$ cat src/rtl/pipeline_hazard_ctrl_if.sv
`default_nettype none
// pipeline_hazard_ctrl_if: hazard inputs and IF/ID sequencing outputs of the hazard controller.
// Rev 1.0
interface pipeline_hazard_ctrl_if #(
  parameter int CNT_W = 16
);
  logic [4:0]       id_rs;
  logic [4:0]       id_rt;
  logic             id_uses_rt;
  logic             ex_mem_read;
  logic [4:0]       ex_rt;
  logic             ex_branch_taken;
  logic             im_ready;
  logic             pc_write;
  logic             if_id_write;
  logic             if_id_flush;
  logic             id_ex_bubble;
  logic [1:0]       ctrl_state;
  logic [CNT_W-1:0] stall_cycles;
  logic [CNT_W-1:0] redirect_count;

  modport slave (
    input  id_rs, id_rt, id_uses_rt, ex_mem_read, ex_rt, ex_branch_taken, im_ready,
    output pc_write, if_id_write, if_id_flush, id_ex_bubble, ctrl_state,
           stall_cycles, redirect_count
  );

  modport master (
    output id_rs, id_rt, id_uses_rt, ex_mem_read, ex_rt, ex_branch_taken, im_ready,
    input  pc_write, if_id_write, if_id_flush, id_ex_bubble, ctrl_state,
           stall_cycles, redirect_count
  );
endinterface
`default_nettype wire

$ cat src/rtl/pipeline_hazard_ctrl.sv
`default_nettype none
// pipeline_hazard_ctrl: PC / IF_ID / ID_EX sequencing for load-use, taken branch and I-mem wait.
// Optional statistics counters built when PIPE_CTRL_STATS_EN is defined. Rev 1.0
module pipeline_hazard_ctrl #(
  parameter int CNT_W = 16
) (
  input  wire logic            clock,
  input  wire logic            reset_n,
  pipeline_hazard_ctrl_if.slave bus
);
  typedef enum logic [1:0] {
    RUN      = 2'd0,
    IM_WAIT  = 2'd1,
    REDIRECT = 2'd2
  } state_t;

  state_t state, state_nxt;
  logic   load_use;
  logic   pc_write, if_id_write, if_id_flush, id_ex_bubble;

  assign load_use = bus.ex_mem_read && (bus.ex_rt != 5'd0) &&
                    ((bus.ex_rt == bus.id_rs) || (bus.id_uses_rt && (bus.ex_rt == bus.id_rt)));

  always_comb begin
    pc_write     = 1'b1;
    if_id_write  = 1'b1;
    if_id_flush  = 1'b0;
    id_ex_bubble = 1'b0;
    state_nxt    = RUN;
    if (!reset_n) begin
      pc_write     = 1'b0;
      if_id_flush  = 1'b1;
      id_ex_bubble = 1'b1;
    end else begin
      case (state)
        RUN, IM_WAIT: begin
          if (bus.ex_branch_taken) begin
            if_id_flush  = 1'b1;
            id_ex_bubble = 1'b1;
            state_nxt    = REDIRECT;
          end else if ((state == RUN) && load_use) begin
            // IF_ID holds; the bubble in ID/EX clears the hazard next cycle
            pc_write     = 1'b0;
            if_id_write  = 1'b0;
            id_ex_bubble = 1'b1;
          end else if (!bus.im_ready) begin
            pc_write    = 1'b0;
            if_id_flush = 1'b1;
            state_nxt   = IM_WAIT;
          end
        end
        REDIRECT: begin
          if (!bus.im_ready) begin
            pc_write    = 1'b0;
            if_id_flush = 1'b1;
            state_nxt   = IM_WAIT;
          end
        end
        default: state_nxt = RUN;
      endcase
    end
  end

  always_ff @(posedge clock) begin
    state <= state_nxt;
  end

  assign bus.pc_write     = pc_write;
  assign bus.if_id_write  = if_id_write;
  assign bus.if_id_flush  = if_id_flush;
  assign bus.id_ex_bubble = id_ex_bubble;
  assign bus.ctrl_state   = state;

`ifdef PIPE_CTRL_STATS_EN
  localparam logic [CNT_W-1:0] CNT_MAX = {CNT_W{1'b1}};
  logic             branch_accepted;
  logic [CNT_W-1:0] stall_cnt, redirect_cnt;

  assign branch_accepted = bus.ex_branch_taken && ((state == RUN) || (state == IM_WAIT));

  always_ff @(posedge clock) begin
    if (!reset_n) begin
      stall_cnt    <= '0;
      redirect_cnt <= '0;
    end else begin
      if (!pc_write && (stall_cnt != CNT_MAX))
        stall_cnt <= stall_cnt + 1'b1;
      if (branch_accepted && (redirect_cnt != CNT_MAX))
        redirect_cnt <= redirect_cnt + 1'b1;
    end
  end

  assign bus.stall_cycles   = stall_cnt;
  assign bus.redirect_count = redirect_cnt;
`else
  assign bus.stall_cycles   = '0;
  assign bus.redirect_count = '0;
`endif
endmodule
`default_nettype wire

$ cat src/flat_wrapper.sv
// flat-port wrapper written by rule: the top's interface ports become plain ports
module pipeline_hazard_ctrl_flat 
#(
  parameter int CNT_W = 16
)
  (clock, reset_n, bus_id_rs, bus_id_rt, bus_id_uses_rt, bus_ex_mem_read, bus_ex_rt, bus_ex_branch_taken, bus_im_ready, bus_pc_write, bus_if_id_write, bus_if_id_flush, bus_id_ex_bubble, bus_ctrl_state, bus_stall_cycles, bus_redirect_count);
  pipeline_hazard_ctrl_if #(.CNT_W(CNT_W)) bus_i ();
  input  wire logic clock;
  input  wire logic reset_n;
  input wire logic [$bits(bus_i.id_rs)-1:0] bus_id_rs;
  input wire logic [$bits(bus_i.id_rt)-1:0] bus_id_rt;
  input wire logic [$bits(bus_i.id_uses_rt)-1:0] bus_id_uses_rt;
  input wire logic [$bits(bus_i.ex_mem_read)-1:0] bus_ex_mem_read;
  input wire logic [$bits(bus_i.ex_rt)-1:0] bus_ex_rt;
  input wire logic [$bits(bus_i.ex_branch_taken)-1:0] bus_ex_branch_taken;
  input wire logic [$bits(bus_i.im_ready)-1:0] bus_im_ready;
  output wire logic [$bits(bus_i.pc_write)-1:0] bus_pc_write;
  output wire logic [$bits(bus_i.if_id_write)-1:0] bus_if_id_write;
  output wire logic [$bits(bus_i.if_id_flush)-1:0] bus_if_id_flush;
  output wire logic [$bits(bus_i.id_ex_bubble)-1:0] bus_id_ex_bubble;
  output wire logic [$bits(bus_i.ctrl_state)-1:0] bus_ctrl_state;
  output wire logic [$bits(bus_i.stall_cycles)-1:0] bus_stall_cycles;
  output wire logic [$bits(bus_i.redirect_count)-1:0] bus_redirect_count;
  assign bus_i.id_rs = bus_id_rs;
  assign bus_i.id_rt = bus_id_rt;
  assign bus_i.id_uses_rt = bus_id_uses_rt;
  assign bus_i.ex_mem_read = bus_ex_mem_read;
  assign bus_i.ex_rt = bus_ex_rt;
  assign bus_i.ex_branch_taken = bus_ex_branch_taken;
  assign bus_i.im_ready = bus_im_ready;
  assign bus_pc_write = bus_i.pc_write;
  assign bus_if_id_write = bus_i.if_id_write;
  assign bus_if_id_flush = bus_i.if_id_flush;
  assign bus_id_ex_bubble = bus_i.id_ex_bubble;
  assign bus_ctrl_state = bus_i.ctrl_state;
  assign bus_stall_cycles = bus_i.stall_cycles;
  assign bus_redirect_count = bus_i.redirect_count;
  pipeline_hazard_ctrl #(.CNT_W(CNT_W)) u_core (.clock(clock), .reset_n(reset_n), .bus(bus_i));
endmodule
$ cat config.mk
export PLATFORM = sky130hd
export DESIGN_NAME = pipeline_hazard_ctrl_flat
export DESIGN_NICKNAME = d
export VERILOG_FILES = /design/src/rtl/pipeline_hazard_ctrl_if.sv /design/src/rtl/pipeline_hazard_ctrl.sv /design/src/flat_wrapper.sv
export SDC_FILE = /design/constraint.sdc
export NUM_CORES = 1
export LEC_CHECK = 0
export CAP_MARGIN = 20
export CORE_UTILIZATION = 27
export DETAILED_ROUTE_END_ITERATION = 16
export PLACE_DENSITY_LB_ADDON = 0.15
export SYNTH_ARGS = -nofsm -noshare
export SYNTH_HDL_FRONTEND = slang
export SYNTH_SLANG_ARGS = --single-unit
$ cat constraint.sdc
create_clock -name clock -period 1.95 [get_ports clock]
set_input_delay 0.39 -clock clock [delete_from_list [all_inputs] [get_ports clock]]
set_output_delay 0.39 -clock clock [all_outputs]
set_load 0.01 [all_outputs]
==> results by stage, run 1 <==
Power:
- The internal power of the cells totals 192 uW.
- Summing internal, switching and leakage power gives 297 uW.
- The share of total power dissipated in combinational logic is 0.531.
- The relative contribution of sequential cells to total power is 0.154.
- VDD sags by at most between 0.3 and 0.4 mV.
- The clock share of power is 0.315.
- Dividing total power by cell area gives a power density of approximately 360 nW/um2.
- Of the total power, the share spent switching nets is 0.355.
- The net switching component of the power is approximately 110 uW.
- Summed over all cells, the static leakage comes to 0.000425 uW.

Finish:
- The area added between synthesis and finish is 61.4%.
- The flip-flop count of the largest register, all copies and words added is 2.
- The repair_antennas step left the layout with diodes totalling 0.
- At the end of the flow the core is filled with cells to 0.471.
- The net count of the finished layout is 129.
- The final cell count without fillers is 131.
- Of the cells placed in the final design, the portion with a size suffix greater than 1 is 0.396.

Clock tree:
- The CTS root buffer is clkbuf_4.
- In this run the number of H-tree levels came out at 1.
- The worst-skew pair later-pin latency is roughly 230 ps.
- After clock tree synthesis, the clock-pin slew on the worst setup and hold paths is 30 ps.
- TritonCTS created 3 clock buffers.
- For this design, the sink count on the clock tree is 2.
- TritonCTS built the clock tree.
- The number of buffers on the longest clock path is 2.

Floorplan:
- The die covers ~2100 um2.
- From left edge to right edge, the die measures ~45 um.
- From bottom edge to top edge, the die measures 45.4 um.
- The I/O pin total is 59.
- For this configuration, the core starts out at a cell density of 0.292.
- After floorplanning, the core was sized to cover 1750 um2.
- The row count is 15.

Global routing:
- The overall overflow remaining after global route is 0.
- In the global route stage, met1 resource usage came out at 0.125.
- The first global-routing pass estimated 1780 um of wire.
- The pin count of the biggest net entering global routing is 5.
- In this run the most used layer during global routing was met2.
- The met2 usage in global routing is 0.226.
- For this run, the total global-route usage over all layers was measured as 0.118.
- The via count of the first global-routing pass came to 446.
- For met3 alone, demand over resource in global routing was 0.0516.
- The initial antenna violation count is 0.

Critical path:
- The highest fanout seen on the critical path is 2.
- The register-to-register setup slack is 900 ps.
- The cell with the largest stage delay on the worst path is o22ai_2.
- The worst setup path is captured at an output pin.
- Data arrives at the worst endpoint at between 1500 and 2000 ps.
- STA classifies the critical path startpoint as an input port.
- For this run, the slowest stage of the critical path takes approximately 210 ps.
- The cell repeated most along the worst path is buf_6.
- The setup path with the least slack is of type in -> out.
- The signal on the critical path passes through buf_6 > buf_6 > xnor2_2 > nand2_1 > o22ai_2 > o2111ai_4 > buf_6 > o211a_1 > buf_2.
- STA puts the critical path data required time at roughly 1600 ps.

Drt:
- The count of TritonRoute iterations in the first routing pass is 4.
- In the routed layout, each cell is associated on average with a via count of 3.55.
- For this block, the routed nets add up to 1110 um of wire.
- The detail route stage leaves a number of antenna-violating nets equal to 0.
- The per-cell routed wire length is 8.48 um.
- The total number of vias is 465.
- In the routed design, unresolved DRC markers number 0.
- The number of DRC markers in iteration 0 is 2.

Place:
- The routability-driven placement congestion ratio is between 0.7 and 0.8.
- The number of buffers inserted by port buffering is 26.
- After detailed placement, the design holds a cell count of 126.
- Once detailed placement completed, the half-perimeter wirelength came to 889 um.

Synthesis:
- After synthesis the netlist holds a flip-flop and latch count of 2.
- Sorting the synthesized cells by area gives the leading types as buf_4 47%, xnor2_1 17%, dfxtp_1 7.9%, nand2_1 2.9%, nor2_1 2.9%.
- The number of different library cells used by synthesis comes to 17.
- The most frequent cell after synthesis is buf_4.
- The area share of the largest cell type after synthesis is 0.472.
- In this run, synthesis inferred 0 flip-flops with an integrated enable.
- Ranked by instance count, the synthesized netlist is headed by 32 x buf_4, 10 x xnor2_1, 4 x nand2_1, 4 x nor2_1.
- The per-instance average area after synthesis is 7.60 um2.
- The mapped netlist covers 509 um2.
- Counting flops with an async set or reset pin after synthesis yields a share of 0.
- The sequential share of the synthesized area is 0.0786.
- The most used flip-flop cell after synthesis is dfxtp_1.
- Of all cell types, the one taking the most synthesized area is buf_4.
- For this run, the number of Yosys warnings is 0.
- The cell count after synthesis is 67.

STA:
- Of the available clock period, the critical path in the final layout requires 1.05.
- The clock skew after layout is between 4 and 5 ps.
- Setup violations remaining at the end of the flow were counted as 4.
- The number of slew-limit violations in the final report is 0.
- On the final layout, the worst hold slack is 727 ps.
- The final critical-path setup slack is -90.1 ps.
- After layout, the minimum clock period comes to 2040 ps.
- The maximum clock frequency is slightly below 0.5 GHz.
- After routing, the total negative slack on setup checks comes to -224 ps.
- Setup repair after global routing could not meet its margin everywhere.
- The final number of hold-violating endpoints is 0.

Worst hold path:
- The tightest min-delay check is of the reg -> reg type.

Flow run:
- The max-cap violation count is 0.

Run status:
- The final reports fail on negative setup slack.
- The run finished, with violations left.
==> cell type report <==
type	instances	area, um2
clock buffer	3	22.5
fill	182	923
inverter	1	3.75
multi-input combinational	63	413
sequential	2	40.0
tap	25	31.3
timing repair buffer	37	312
==> layer usage <==
| layer | wire length, um | up-vias | part of all wire |
|---|---|---|---|
| li1 | - | 231 | - |
| met1 | 449 | 203 | 0.40 |
| met2 | 553 | 31 | 0.50 |
| met3 | 109 | 0 | 0.098 |
| met4 | 0 | 0 | 0 |
| met5 | 0 | - | 0 |
==> placed cells by master, fill, tap and decap left out <==
cell,netlist,routed
o22ai_2,0,1
dfxtp_1,2,2
nand4_1,1,1
clkdlybuf4s50_1,0,6
nor2_1,4,4
clkdlybuf4s15_1,0,3
nand2b_1,2,1
or4_4,1,1
a21oi_1,2,1
clkbuf_2,0,4
inv_1,1,1
o211a_1,1,1
nand3_2,0,1
clkbuf_4,0,3
conb_1,1,32
a21oi_2,0,1
dlygate4sd2_1,0,1
o2111ai_4,0,1
nand3_1,2,1
xnor2_2,0,5
nor3b_2,1,1
a21bo_1,1,1
nand2b_4,0,1
xnor2_1,10,5
buf_6,0,10
buf_4,32,6
buf_2,0,7
nand2_1,4,4
==> power by group through the flow <==
stage          combinational [uW]  clock, uW  sequential (uW)
2_1_floorplan                 113          0             47.4
3_3_place_gp                  147          0             46.2
3_5_place_dp                  147          0             46.3
4_1_cts                       150       96.9             45.7
5_1_grt                       173        100             45.8
6_report                      158       93.7             45.7
==> worst max-delay path, delay by kind of cell <==
family,cells,cell delay (ps)
compound gates,3,560
xor+xnor,1,140
simple gates,1,80
buf+inv,4,490
==> path summary, 6_finish.rpt <==
| kind | end | start | depth (start not counted) |
|---|---|---|---|
| worst max-delay path | bus_pc_write | bus_ex_rt[3] | 9 |
| worst min-delay path | u_core.bus.ctrl_state[0] | u_core.bus.ctrl_state[0] | 4 |
| worst max register to register | u_core.bus.ctrl_state[0] | u_core.bus.ctrl_state[1] | 4 |
| worst min register to register | u_core.bus.ctrl_state[0] | u_core.bus.ctrl_state[0] | 4 |
==> logic make-up after synthesis <==
logic type | Yosys count | synth area share
buf+inv | 33 | 0.479
simple gates | 15 | 0.162
xor+xnor | 10 | 0.172
compound gates | 6 | 0.101
flops | 2 | 0.0786
other cells | 1 | 0.00736
==> stage by stage <==
step / setup WS (ps) / area (um2)
floorplan: 228 / 626
global placement: -750 / 744
detailed placement: -745 / 744
CTS: -88.0 / 807
global route: -163 / 822
finish: -90.1 / 822
==> what timing repair did <==
action / in CTS / in global routing
gates resized for setup: 75 / 11
hold buffers: 0 / 0
pin swaps: 16 / 11
setup buffers: 2 / 0
endpoints found under the setup margin: 4 / 4
(Power assumes the default switching activity.)
==> run 2, diff against run 1 <==
--- a/config.mk
+++ b/config.mk
@@ -6,7 +6,9 @@
 export NUM_CORES = 1
 export LEC_CHECK = 0
 export CAP_MARGIN = 20
-export CORE_UTILIZATION = 27
+export CELL_PAD_IN_SITES_DETAIL_PLACEMENT = 1
+export CELL_PAD_IN_SITES_GLOBAL_PLACEMENT = 2
+export CORE_UTILIZATION = 12
 export DETAILED_ROUTE_END_ITERATION = 16
 export PLACE_DENSITY_LB_ADDON = 0.15
 export SYNTH_ARGS = -nofsm -noshare
==> run 2 against run 1 <==
The flow still finishes with violations (negative setup slack). First-iteration DRC count up 50%. Register-to-register slack gained 20 ps. Count of clock-buffer cells in the layout unchanged. Critical endpoint unchanged. Combinational power fell by 3%. Critical path type unchanged. Clock power rose by 69%. Die area rose by 120%. Maximum frequency up 1.1%. Sequential power is 0.9% higher. Via count is 1.3% higher. Non-clock buffer count decreased by 1. Sequential share of layout area shrank 0.17 points.
==> results by stage, run 2 (synthesis results as in run 1) <==
Floorplan:
- The die boundary width is 67.1 um (+48%).
- The row count was 23 (+8).
- The I/O pin total is 59 (unchanged).
- The starting utilization of the core area came to 0.126 (-0.165).
- The area inside the core boundary is 4030 um2 (+130%).
- The overall die area was 4510 um2 (+120%).
- The die boundary height came to 67.1 um (+48%).

STA:
- The maximum clock frequency is 0.496 GHz (+1.1%).
- The setup TNS was -124 ps (+99.6 ps).
- The final critical-path setup slack is -67.2 ps (+23.0 ps).
- Setup repair after global routing could not meet its margin everywhere.
- The number of slew-limit violations in the final report came to 0 (unchanged).
- The final number of hold-violating endpoints was 0 (unchanged).
- The shortest period the worst path allows is 2020 ps (-23.0 ps).
- The final cycle utilization of the critical path is 1.03 (-0.0118).
- The number of failing setup endpoints in the final timing report is 3 (-1).
- The clock skew after layout came to 1.14 ps (-3.45 ps).

Run status:
- The run finished, with violations left.
- The final reports fail on negative setup slack.

Power:
- The relative contribution of sequential cells to total power is 0.129 (-0.025).
- The sum of internal, switching and leakage power is 358 uW (+20%).
- The peak supply drop is 0.140 mV (-54%).
- The net switching share of the total power is 0.299 (-0.0563).
- The power density of the placed cells is 420 nW/um2 (+16%).
- The net switching component of the power is 107 uW (+1.3%).
- The leakage power of the design is 0.000413 uW (-2.9%).
- The combinational group share of total power is 0.429 (-0.102).
- The clock share of power was 0.442 (+0.127).
- The internal power contribution is 251 uW (+31%).

Clock tree:
- The number of buffers inserted by hold repair at cts is 0 (unchanged).
- The worst-skew pair later-pin latency came to 210 ps (-20 ps).
- The number of CTS-inserted buffers is 3 (unchanged).
- The CTS root buffer is clkbuf_8.
- The number of buffers on the longest clock path is 2 (unchanged).
- TritonCTS built the clock tree.
- The CTS clock-pin slew for the worst setup and hold paths is 30 ps (about the same).
- The count of buffers added by post-CTS timing repair for setup was 0 (-2).
- The number of clock sinks is 2 (unchanged).
- The number of H-tree branching levels is 1 (unchanged).

Global routing:
- The initial antenna violation count is 0 (unchanged).
- The via count of the first global-routing pass is 427 (-4.3%).
- The pin count of the biggest net entering global routing came to 6 (+1).
- The overall overflow remaining after global route is 0 (unchanged).
- The overall global routing resource usage came to 0.0598 (-0.0584).
- The first-pass GRT wire length was 1900 um (+7.0%).

Finish:
- The area growth from synthesis to layout is 67.3%.
- The flip-flop count of the largest register, all copies and words added is 2 (unchanged).
- In the layout the commonest cells are 32 x conb_1, 9 x buf_4, 7 x xnor2_1, 7 x clkdlybuf4s15_1.
- The sequential cell area is 40.0 um2 (unchanged).
- The layout cell share with drive strength beyond 1 came to 0.314 (-0.0819).
- The combined area of the multi-input logic cells is 394 um2 (-4.5%).
- The commonest non-fill, non-tap cell in the layout is conb_1.
- The post-route cell area came to 852 um2 (+3.7%).
- The antenna diode count is 0 (unchanged).
- The layout filler cell count came to 504 (+180%).
- The net count of the finished layout was 128 (-0.78%).

Worst hold path:
- The min-delay analysis places its worst path in the category reg -> reg.

Place:
- The routability-driven placement congestion ratio was 0.617 (-20%).
- The placed wire-length estimate after detailed placement is 1180 um (+32%).
- The placed instance area came to 783 um2 (+5.2%).
- The number of buffers inserted by port buffering is 26 (unchanged).

Drt:
- The per-cell routed wire length is 8.77 um (+3.5%).
- The number of DRC markers in iteration 0 was 3 (+1).
- The count of TritonRoute iterations in the first routing pass is 2 (-2).
- The post-detailed-route count of antenna-violating nets is 0 (unchanged).
- The total number of vias is 471 (+1.3%).
- The number of remaining DRC errors is 0 (unchanged).
- The total length of routed wires is 1360 um (+22%).
- The detailed-route vias per instance is 3.04 (-14%).

Critical path:
- The worst setup path is captured at an output pin.
- The data arrival time at the worst-slack endpoint is 1630 ps (-20 ps).
- The worst setup path category is in -> out.
- The startpoint kind of the worst setup timing path is an input port.
- The required time at the worst-slack endpoint is 1560 ps (about the same).
- The highest fanout seen on the critical path is 5 (+3).
- The register-to-register setup slack came to 920 ps (+20 ps).

Flow run:
- The max-cap violation count is 0 (unchanged).
## run 2: changes by cell type in the layout (fill, tap and decap cells not counted), sizes merged
| cell | before | now |
|---|---|---|
| buf | 23 | 19 |
| clkbuf | 7 | 4 |
| clkdlybuf4s15 | 3 | 8 |
| dlygate4sd2 | 1 | 2 |
## run 2: layout make-up
class                           instances  area share
Clock buffer                            3      0.0485
Inverter                                1     0.00441
Multi-Input combinational cell         63       0.463
Sequential cell                         2      0.0470
Tap cell                               50      0.0734
Timing Repair Buffer                   36       0.364
## run 2: timing repair
item / 4_1_cts / 5_1_grt
resized for setup: 69 / 2
gates cloned: 0 / 0
pin swaps: 20 / 7
endpoints found under the setup margin: 4 / 4
endpoints found under the hold margin: 0 / 0
## run 2: final timing paths
kind                       startpoint                        to  cells after the start
max                      bus_id_rs[1]              bus_pc_write                      7
min          u_core.bus.ctrl_state[1]  u_core.bus.ctrl_state[1]                      3
max reg2reg  u_core.bus.ctrl_state[0]  u_core.bus.ctrl_state[0]                      3
min reg2reg  u_core.bus.ctrl_state[1]  u_core.bus.ctrl_state[1]                      3
## run 2: stage by stage
stage	instances	setup WS, ps	hold slack, ps	util
after floorplan	98	228	540	-
after detailed placement	152	-875	678	0.194
after CTS	155	-97.7	692	0.211
after global routing	155	-155	745	0.211
after global placement	152	-868	679	0.194
final	155	-67.2	685	0.211
## run 2: layer usage
| metal | vias to the layer above | GRT usage | wire [um] |
|---|---|---|---|
| met3 | 0 | 0.0321 | 160 |
| met2 | 34 | 0.0938 | 666 |
| met1 | 206 | 0.0702 | 533 |
| li1 | 231 | - | - |
| met5 | - | 0 | 0 |
| met4 | 0 | 0.0160 | 0 |
## run 2: critical path, cell delays in order
cell and delay [ps]:
clkdlybuf4s15_1 200, xnor2_2 170, nand3_1 100, o22ai_2 190
o2111ai_4 190, o211a_1 250, buf_2 130
## run 2: power groups by stage
stage	logic, uW	clock network (uW)	registers (uW)
floorplan	113	0	47.4
global placement	152	0	46.8
detailed placement	152	0	46.6
CTS	153	164	46.2
global route	169	167	46.8
finish	153	158	46.1
==> run 3, diff against run 2 <==
==> constraint.sdc (replaced) <==
create_clock -name clock -period 1.95 [get_ports clock]
set_input_delay 0.195 -clock clock [delete_from_list [all_inputs] [get_ports clock]]
set_output_delay 0.195 -clock clock [all_outputs]
set_load 0.01 [all_outputs]
==> run 3 against run 2 <==
The run now ends clean. Global-route usage decreased by 0.28 points. Non-clock buffer count decreased by 5. Routed wire length decreased by 6.1%. Count of clock-buffer cells in the layout unchanged. Critical path type unchanged.
==> results by stage, run 3 (synthesis results as in run 1) <==
Run status:
- The run finished with clean final reports.

Critical path:
- The worst flop-to-flop path endpoint is u_core.bus.ctrl_state[0].
- The data arrival time at the worst-slack endpoint is 1670 ps (+40 ps).
- The startpoint kind of the worst setup timing path is an input port.
- The register-to-register setup slack is 840 ps (-80 ps).
- Traced cell by cell, the critical path runs through dlygate4sd2_1 > buf_4 > xnor2_1 > nand2_1 > o22ai_2 > o2111ai_4 > buf_6 > o211a_1 > buf_2.
- In this run the critical register-to-register path is launched from u_core.bus.ctrl_state[1].
- The cell with the largest stage delay on the worst path is dlygate4sd2_1.
- The largest stage delay on the critical path was 270 ps (+20 ps).
- STA classifies the critical path endpoint as an output pin.
- The depth of the worst register-to-register path was 4 (+1).
- The critical path is of the in -> out type.
- The highest fanout seen on the critical path is 3 (-2).
- The required time at the worst-slack endpoint is 1750 ps (+190 ps).

STA:
- The worst hold slack after final layout is 647 ps (-37.9 ps).
- The final cycle utilization of the critical path is 0.955 (-0.0794).
- The final number of hold-violating endpoints is 0 (unchanged).
- The number of failing setup endpoints in the final timing report is 0 (-3).
- The shortest period the worst path allows is 1860 ps (-155 ps).
- The clock skew after layout is 1.74 ps (+0.595 ps).
- Setup repair after global routing left no endpoint under its margin.
- The maximum clock frequency came to 0.537 GHz (+8.3%).
- The final critical-path setup slack is 87.7 ps (+155 ps).
- The number of slew-limit violations in the final report is 0 (unchanged).

Drt:
- The per-cell routed wire length was 8.51 um (-3.0%).
- The number of remaining DRC errors is 0 (unchanged).
- The total number of vias came to 451 (-4.2%).
- The number of DRC markers in iteration 0 is 12 (+9).
- The count of TritonRoute iterations in the first routing pass came to 2 (unchanged).
- The post-detailed-route count of antenna-violating nets is 0 (unchanged).
- The total length of routed wires is 1280 um (-6.1%).
- The detailed-route vias per instance came to 3.01 (-1.1%).

Global routing:
- The pin count of the biggest net entering global routing came to 7 (+1).
- The overall global routing resource usage was 0.0569 (-0.00283).
- The overall overflow remaining after global route is 0 (unchanged).
- The first-pass GRT wire length is 1780 um (-6.5%).
- The initial antenna violation count is 0 (unchanged).
- The via count of the first global-routing pass came to 427 (unchanged).

Place:
- The number of buffers inserted by port buffering is 26 (unchanged).
- The worst slack at placement was -430 ps (+445 ps).
- The routability-driven placement congestion ratio is 0.639 (+3.5%).
- The placed wire-length estimate after detailed placement was 1050 um (-11%).

Finish:
- The net count of the finished layout is 123 (-3.9%).
- The layout cell share with drive strength beyond 1 is 0.160 (-0.154).
- The antenna diode count is 0 (unchanged).
- The area added between synthesis and finish is 58.7%.
- The layout filler cell count is 507 (+0.60%).
- In the layout the commonest cells are 32 x conb_1, 10 x xnor2_1, 9 x dlymetal6s2s_1.
- The library cell used most frequently in the layout, excluding fill and tap cells, is conb_1.
- The flip-flop count of the largest register, all copies and words added is 2 (unchanged).

Power:
- The peak supply drop is 0.207 mV (+48%).
- The power density of the placed cells is 430 nW/um2 (+2.5%).
- The leakage power of the design came to 0.000433 uW (+4.7%).

Clock tree:
- The root buffer cell chosen for the clock tree is clkbuf_8.
- The worst-skew pair later-pin latency is 210 ps (about the same).
- The number of clock sinks is 2 (unchanged).
- The number of H-tree branching levels came to 1 (unchanged).
- TritonCTS built the clock tree.
- The number of CTS-inserted buffers was 3 (unchanged).
- The number of buffers inserted by hold repair at cts came to 0 (unchanged).
- The CTS clock-pin slew for the worst setup and hold paths came to 30 ps (about the same).
- The number of buffers on the longest clock path came to 2 (unchanged).

Worst hold path:
- In this run the most critical hold path is launched from bus_ex_branch_taken.
- The number of cells traversed by the worst hold path is 3 (unchanged).
- The worst hold path terminates at u_core.bus.ctrl_state[1].
- In this run the worst hold path is classified as in -> reg.

Floorplan:
- The area inside the core boundary came to 4030 um2 (unchanged).
- The starting utilization of the core area is 0.126 (unchanged).
- The die boundary width is 67.1 um (unchanged).
- The die boundary height is 67.1 um (unchanged).
- The row count was 23 (unchanged).
- The overall die area was 4510 um2 (unchanged).
- The I/O pin total is 59 (unchanged).

Flow run:
- The max-cap violation count is 0 (unchanged).
## run 3: power by group
part,internal [uW],total [uW],switching [uW]
sequential,43.6,46.7,3.14
combinational,64.3,133,68.8
clock,131,168,36.8
## run 3: routing by layer
layer	wire, um	share of wire	track usage	up-vias
met5	0	0	0	-
met4	29	0.023	0.0479	0
met3	180	0.14	0.0270	4
met2	592	0.46	0.0913	36
met1	474	0.37	0.0551	193
li1	-	-	-	218
## run 3: worst max-delay path: cells and delay by family
| kind | cells | cell delay [ps] |
|---|---|---|
| buffers and inverters | 4 | 690 |
| AND/OR/NAND/NOR | 1 | 80 |
| AO/OA/AOI/OAI | 3 | 560 |
| XOR/XNOR | 1 | 140 |
## run 3: worst max path at each step
stage,from,end,slack [ps]
2_1_floorplan,bus_ex_rt[1],bus_pc_write,620
3_3_place_gp,bus_ex_rt[2],bus_pc_write,-450
3_5_place_dp,bus_ex_rt[2],bus_pc_write,-430
4_1_cts,bus_id_rt[3],bus_id_ex_bubble,10
5_1_grt,bus_id_rt[0],bus_pc_write,6
6_report,bus_ex_rt[2],bus_pc_write,90
## run 3: stage by stage
| stage | TNS [ps] | area (um2) | utilization | instances | power [uW] |
|---|---|---|---|---|---|
| 2_1_floorplan | 0 | 626 | - | 98 | 161 |
| 3_3_place_gp | -1690 | 731 | 0.181 | 145 | 187 |
| 3_5_place_dp | -1650 | 731 | 0.181 | 145 | 185 |
| 4_1_cts | 0 | 791 | 0.196 | 150 | 358 |
| 5_1_grt | 0 | 808 | 0.201 | 150 | 372 |
| 6_report | 0 | 808 | 0.201 | 150 | 348 |
## run 3: what timing repair did
item,in CTS,in global routing
gates resized for setup,23,10
setup buffers,2,0
endpoints found under the setup margin,4,4
pin swaps,3,12
## run 3: layout make-up
class                      count  area, um2  area share
multi-input combinational     63        359       0.444
timing repair buffer          31        302       0.373
tap                           50       62.6      0.0774
clock buffer                   3       41.3      0.0511
sequential                     2       40.0      0.0495
inverter                       1       3.75     0.00464
